**src/rtl/fxdiv_pkg.sv**
```systemverilog
// Shared types and helpers for the sequential fixed-point divider.
package fxdiv_pkg;

    typedef enum logic [1:0] {
        IDLE,
        CALC,
        DONE
    } fxdiv_state_t;

    // Quotient width: integer bits plus fractional bits.
    function automatic int qw(input int dw, input int frac);
        return dw + frac;
    endfunction

    // Fill bit for the divide-by-zero quotient (all ones).
    localparam logic DBZ_FILL = 1'b1;

endpackage

```
**src/rtl/fixed_point_divider_seq_if.sv**
```systemverilog
// Start/busy/done handshake and operand/result bus for fixed_point_divider_seq.
interface fixed_point_divider_seq_if #(
    parameter int DW   = 8,
    parameter int VW   = 4,
    parameter int FRAC = 4
);
    localparam int QW = fxdiv_pkg::qw(DW, FRAC);

    logic          start;
    logic [DW-1:0] dividend;
    logic [VW-1:0] divisor;
    logic          busy;
    logic          done;
    logic [QW-1:0] quotient;
    logic [VW-1:0] remainder;
    logic          div_by_zero;

    modport master (
        output start, dividend, divisor,
        input  busy, done, quotient, remainder, div_by_zero
    );

    modport slave (
        input  start, dividend, divisor,
        output busy, done, quotient, remainder, div_by_zero
    );
endinterface

```
**src/rtl/fxdiv_step.sv**
```systemverilog
// One restoring radix-2 iteration: shift in a dividend bit, compare, conditionally subtract.
module fxdiv_step #(
    parameter int VW = 4
) (
    input  logic [VW-1:0] r_in,
    input  logic          bit_in,
    input  logic [VW-1:0] divisor,
    output logic [VW-1:0] r_out,
    output logic          qbit
);
    logic [VW:0] shifted;

    always_comb begin
        shifted = {r_in, bit_in};
        qbit    = (shifted >= {1'b0, divisor});
        // After a successful subtract the result is below divisor, so VW bits suffice.
        r_out   = qbit ? VW'(shifted - {1'b0, divisor}) : shifted[VW-1:0];
    end
endmodule

```
**src/rtl/fixed_point_divider_seq.sv**
```systemverilog
// Multi-cycle unsigned fixed-point divider, quotient = floor(dividend*2^FRAC/divisor).
// Define FXDIV_ROUND_EN for round-half-up via one extra guard iteration.
module fixed_point_divider_seq
    import fxdiv_pkg::*;
#(
    parameter int DW   = 8,
    parameter int VW   = 4,
    parameter int FRAC = 4
) (
    input  logic                   clk,
    input  logic                   rst_n,
    fixed_point_divider_seq_if.slave bus
);
    localparam int QW = qw(DW, FRAC);
`ifdef FXDIV_ROUND_EN
    localparam int NITER = QW + 1;
`else
    localparam int NITER = QW;
`endif
    // Quotient bits kept in the shifter; the final bit is merged on the done edge.
    localparam int QSW = NITER - 1;
    localparam int CW  = $clog2(QW + 1);
    localparam logic [CW-1:0] LAST = CW'(NITER - 1);

    fxdiv_state_t state, state_nxt;
    logic [CW-1:0]  cnt;
    logic [QW-1:0]  dsh;
    logic [QSW-1:0] qsh;
    logic [VW-1:0]  r;
    logic [VW-1:0]  dvs;
    logic [VW-1:0]  r_nxt;
    logic           qbit;
    logic           accept;
    logic           last;
    logic [QW-1:0]  q_final;
    logic [VW-1:0]  rem_final;
    logic [QW-1:0]  q_out;
    logic [VW-1:0]  rem_out;
    logic           dbz_out;

    assign accept = bus.start && (state != CALC);
    assign last   = (state == CALC) && (cnt == LAST);

    fxdiv_step #(.VW(VW)) u_step (
        .r_in    (r),
        .bit_in  (dsh[QW-1]),
        .divisor (dvs),
        .r_out   (r_nxt),
        .qbit    (qbit)
    );

`ifdef FXDIV_ROUND_EN
    localparam logic [CW-1:0] TRUNC_LAST = CW'(QW - 1);
    logic [VW-1:0] rem_trunc;

    always_ff @(posedge clk or negedge rst_n) begin
        if (!rst_n) begin
            rem_trunc <= '0;
        end else if (state == CALC && cnt == TRUNC_LAST) begin
            rem_trunc <= r_nxt;
        end
    end

    // qsh holds the truncated quotient; qbit is the guard bit. Saturate at all ones.
    always_comb begin
        q_final   = (&qsh) ? qsh : qsh + QW'(qbit);
        rem_final = rem_trunc;
    end
`else
    always_comb begin
        q_final   = {qsh, qbit};
        rem_final = r_nxt;
    end
`endif

    always_ff @(posedge clk or negedge rst_n) begin
        if (!rst_n) begin
            state <= IDLE;
        end else begin
            state <= state_nxt;
        end
    end

    always_comb begin
        state_nxt = state;
        case (state)
            IDLE, DONE: begin
                state_nxt = IDLE;
                if (bus.start) begin
                    state_nxt = (bus.divisor == '0) ? DONE : CALC;
                end
            end
            CALC: begin
                if (last) begin
                    state_nxt = DONE;
                end
            end
            default: state_nxt = IDLE;
        endcase
    end

    always_ff @(posedge clk or negedge rst_n) begin
        if (!rst_n) begin
            cnt <= '0;
            dsh <= '0;
            qsh <= '0;
            r   <= '0;
            dvs <= '0;
        end else if (accept) begin
            cnt <= '0;
            dsh <= {bus.dividend, {FRAC{1'b0}}};
            qsh <= '0;
            r   <= '0;
            dvs <= bus.divisor;
        end else if (state == CALC) begin
            if (!last) begin
                cnt <= cnt + CW'(1);
            end
            dsh <= {dsh[QW-2:0], 1'b0};
            qsh <= {qsh[QSW-2:0], qbit};
            r   <= r_nxt;
        end
    end

    always_ff @(posedge clk or negedge rst_n) begin
        if (!rst_n) begin
            q_out   <= '0;
            rem_out <= '0;
            dbz_out <= 1'b0;
        end else if (accept && bus.divisor == '0) begin
            q_out   <= {QW{DBZ_FILL}};
            rem_out <= '0;
            dbz_out <= 1'b1;
        end else if (last) begin
            q_out   <= q_final;
            rem_out <= rem_final;
            dbz_out <= 1'b0;
        end
    end

    assign bus.busy        = (state == CALC);
    assign bus.done        = (state == DONE);
    assign bus.quotient    = q_out;
    assign bus.remainder   = rem_out;
    assign bus.div_by_zero = dbz_out;

endmodule

```
**src/flat_wrapper.sv**
```systemverilog
// flat-port wrapper written by rule: the top's interface ports become plain ports
module fixed_point_divider_seq_flat import fxdiv_pkg::*;
#(
    parameter int DW   = 8,
    parameter int VW   = 4,
    parameter int FRAC = 4
)
  (clk, rst_n, bus_start, bus_dividend, bus_divisor, bus_busy, bus_done, bus_quotient, bus_remainder, bus_div_by_zero);
  fixed_point_divider_seq_if #(.DW(DW), .VW(VW), .FRAC(FRAC)) bus_i ();
  input  logic clk;
  input  logic rst_n;
  input wire logic [$bits(bus_i.start)-1:0] bus_start;
  input wire logic [$bits(bus_i.dividend)-1:0] bus_dividend;
  input wire logic [$bits(bus_i.divisor)-1:0] bus_divisor;
  output wire logic [$bits(bus_i.busy)-1:0] bus_busy;
  output wire logic [$bits(bus_i.done)-1:0] bus_done;
  output wire logic [$bits(bus_i.quotient)-1:0] bus_quotient;
  output wire logic [$bits(bus_i.remainder)-1:0] bus_remainder;
  output wire logic [$bits(bus_i.div_by_zero)-1:0] bus_div_by_zero;
  assign bus_i.start = bus_start;
  assign bus_i.dividend = bus_dividend;
  assign bus_i.divisor = bus_divisor;
  assign bus_busy = bus_i.busy;
  assign bus_done = bus_i.done;
  assign bus_quotient = bus_i.quotient;
  assign bus_remainder = bus_i.remainder;
  assign bus_div_by_zero = bus_i.div_by_zero;
  fixed_point_divider_seq #(.DW(DW), .VW(VW), .FRAC(FRAC)) u_core (.clk(clk), .rst_n(rst_n), .bus(bus_i));
endmodule
```
**config.mk**
```make
export PLATFORM = sky130hd
export DESIGN_NAME = fixed_point_divider_seq_flat
export DESIGN_NICKNAME = d
export VERILOG_FILES = /design/src/rtl/fxdiv_pkg.sv /design/src/rtl/fixed_point_divider_seq_if.sv /design/src/rtl/fxdiv_step.sv /design/src/rtl/fixed_point_divider_seq.sv /design/src/flat_wrapper.sv
export SDC_FILE = /design/constraint.sdc
export NUM_CORES = 1
export LEC_CHECK = 0
export CORE_AREA = 2 2 69 71
export DETAILED_ROUTE_END_ITERATION = 8
export DIE_AREA = 0 0 71 73
export GPL_ROUTABILITY_DRIVEN = 0
export PLACE_DENSITY = 0.83
export SETUP_SLACK_MARGIN = 0.4
export SLEW_MARGIN = 20
export SYNTH_ARGS = -nofsm -noshare
export SYNTH_HDL_FRONTEND = slang
export SYNTH_SLANG_ARGS = --single-unit
```
**constraint.sdc**
```tcl
create_clock -name clk -period 2 [get_ports clk]
set_input_delay 0.6 -clock clk [delete_from_list [all_inputs] [get_ports clk]]
set_output_delay 0.6 -clock clk [all_outputs]
set_load 0.02 [all_outputs]
```
==> impl_metrics.csv <==
group,metric,value,unit
pwr,vdd_drop_max,713,uV
clocking,cts.clk_slew.worst_paths,0.09,ns
placed_design,io_buffers,33,
detailed_routing,post_drt_wl_per_cell,14.3,microns
sta,slew_headroom,82.3,%
setup_path,cp-start-kind,"flop",
setup_path,worstPathMaxFanout,4,
layout,antenna_cells,0,
sta,finalCritPeriodShare,90.2,%
sta,setup_viol,0,
logic_synthesis,syn_area,0.00228,sq mm
logic_synthesis,yosysSeqAreaShare,54.8,%
logic_synthesis,syn_avg_cell_area,10.7,sq um
sta,clock_skew,0.00907,ns
layout,finalNetCount,280,
sta,hold_viol,0,
sta,hold_slack,0.264,ns
detailed_routing,ant_nets,0,
setup_path,max_stage_delay,0.40,ns
global_routing,grt_usage,19.5,%
setup_path,worstPathRequired,2.24,ns
logic_synthesis,synth-edff-count,0,
sta,min_period,1.80,ns
sta,setup_ws,0.197,ns
clocking,cts_tree,"done",
detailed_routing,route.vias.total,1700,
setup_path,slowest_stage,"dfrtp_1",
pwr,power.density,1660,mW/mm^2
die,start_util,50.4,%
sta,rsz0062_at_grt,"true",
setup_path,path_cells,"inv_2 > ha_4 > nand2b_4 > a31o_4 > a21oi_4 > mux2_4 > o21ai_2",
logic_synthesis,synth_warnings,0,
detailed_routing,via_per_inst,5.41,
detailed_routing,drt_iter0_drc,130,
placed_design,hpwl,3.03,mm
job,drv_cap,0,
global_routing,antenna_found_initial,0,
min_path,worstHoldPathType,"input pin to asynchronous set/reset pin",
sta,fmax,555,MHz
placed_design,pre_cts_ws,-0.0920,ns
logic_synthesis,syn_nets,234,
logic_synthesis,async_flop_share,100,%
clocking,ctsHtreeMaxLevel,2,
sta,fin_tns_setup,0,ns
clocking,worstSkewPairLatency,0.31,ns
pwr,p_leak,1.43,nW
sta,worst_pin_slew,0.266,ns
clocking,cts.path.max_buffers,2,
logic_synthesis,yosysTopAreaCell,"dfrtp_1",
die,dieWidth,71,microns
clocking,clockRootBuffer,"clkbuf_8",
die,core_area,0.00454,sq mm
detailed_routing,finalWirelength,4.50,mm
logic_synthesis,synthTopCellsByArea,"dfrtp_1 (55%), nand2_1 (6.9%), mux2i_1 (6.6%), nand3b_1 (5.6%), o21ai_0 (4.4%)",
die,ios,34,
logic_synthesis,yosysMostFrequentCell,"dfrtp_1",
layout,layout-drive-gt1-share,26.5,%
clocking,cts-buffers-inserted,5,
status,status,"finished, final reports clean",
global_routing,grt_max_degree,51,
logic_synthesis,ys_types,30,
logic_synthesis,synth_top_area_share,54.8,%
global_routing,grt_overflow,0,
detailed_routing,drtPass1Iterations,4,
logic_synthesis,yosys-top-cells-count,"dfrtp_1 (50), nand2_1 (42), o21ai_0 (20)",
clocking,cts.sinks,50,
global_routing,grt_pass1_vias,1658,
layout,area_delta_synth_final,27.7,%
die,rows,25,
logic_synthesis,synth_ff_type,"dfrtp_1",
setup_path,critPathArrivalTime,2.04,ns
setup_path,critPathKind,"flop to flop",
logic_synthesis,synth-seq-cells,50,
die,die_y,73,microns
setup_path,worstSetupEndpointType,"flop",
sta,slew_viol_final,0,
setup_path,r2r_cells,7,
die,die_area,0.00518,sq mm
global_routing,grt_pass1_wl,7.82,mm
logic_synthesis,synthCells,213,
detailed_routing,drc,0,
power by group:
part           internal [mW]  leakage [nW]  switching [mW]
Sequential              1.48         0.615           0.320
Clock                  0.375        0.0585           0.335
Combinational           1.10         0.755            1.25
layer usage:
metal	up-vias	global-route usage, %	routed length, microns
met5	-	0	0
met4	0	5.66	58
met3	5	5.39	174
met2	37	32.1	2250
met1	843	25.6	2010
li1	815	-	-
kinds of logic (layout without fill, tap and decap cells):
| group | count (synthesis) | count (layout) | share of synthesized area [%] |
|---|---|---|---|
| AOI/OAI and AO/OA | 34 | 34 | 9.47 |
| xor gates and xnor gates | 2 | 2 | 0.767 |
| adders and majority gates | 6 | 6 | 3.61 |
| buffers and inverters | 20 | 67 | 4.60 |
| DFF | 50 | 50 | 54.8 |
| muxes | 20 | 20 | 9.04 |
| and+or+nand+nor | 81 | 81 | 17.7 |
cells in the final DEF (no fill, tap or decap), types with 2 or more instances in the layout:
master and n:
a21oi_1 3, buf_12 2, buf_2 2, buf_4 14, buf_6 4, clkbuf_2 13, clkbuf_8 5, clkdlybuf4s15_2 3
clkdlybuf4s50_1 10, dfrtp_1 50, dlygate4sd2_1 3, ha_1 2, ha_4 3, inv_1 4, inv_2 2, mux2_2 4
mux2i_1 15, nand2_1 41, nand2b_4 2, nand3_1 8, nand3b_1 17, nor2_1 2, nor2b_1 2, o21ai_0 12
o21ai_1 6, o21ai_2 2, o22a_1 6, xor2_1 2
sequential cells by signal (all words and copies together), names as in the netlist:
register and count:
u_core.r 4, u_core.dvs 4, u_core.dsh 8, u_core.bus.quotient 12
u_core.state 2, u_core.qsh 11, u_core.bus.remainder 4, u_core.bus.div_by_zero 1
u_core.cnt 4
worst paths after layout:
check / slack, ns / from / endpoint
max: 0.20 / u_core.dsh[11] / u_core.bus.remainder[0]
min: 0.26 / rst_n / u_core.bus.quotient[10]
max reg2reg: 0.20 / u_core.dsh[11] / u_core.bus.remainder[0]
min reg2reg: 0.49 / u_core.bus.div_by_zero / u_core.bus.div_by_zero
max in group asynchronous: 1.50 / rst_n / u_core.dsh[4]
min in group clk: 0.49 / u_core.bus.div_by_zero / u_core.bus.div_by_zero
timing repair:
item	4_1_cts	5_1_grt
resized for setup	61	27
endpoints found under the setup margin	40	34
hold buffers	0	0
pin swaps	11	2
buffers inserted	6	2
worst max-delay path, delay by kind of cell, from the launching register on:
family                   cells  cell delay (ns)
AO/OA/AOI/OAI                3             0.54
flip-flops                   1             0.40
multiplexers                 1             0.34
adder cells (fa/ha/maj)      1             0.21
AND/OR/NAND/NOR              1             0.15
buffers and inverters        1             0.09
layout make-up:
| cell class | count | area (sq um) |
|---|---|---|
| Fill cell | 352 | 1620 |
| Timing Repair Buffer | 52 | 440 |
| Inverter | 7 | 28.8 |
| Clock buffer | 5 | 68.8 |
| Sequential cell | 50 | 1250 |
| Clock inverter | 3 | 43.8 |
| Tap cell | 54 | 67.6 |
| Multi-Input combinational cell | 143 | 1020 |
metrics by stage:
stage                     instances  cell area (sq um)  total power [mW]  utilization (%)
after global routing            314               2920              5.25             64.3
after floorplan                 213               2310              3.25                -
after CTS                       312               2940              4.82             64.7
final                           314               2920              4.86             64.3
after global placement          298               2730              3.86             60.2
after detailed placement        298               2730              3.97             60.2
Note: power is estimated with default switching activity, not from simulation.
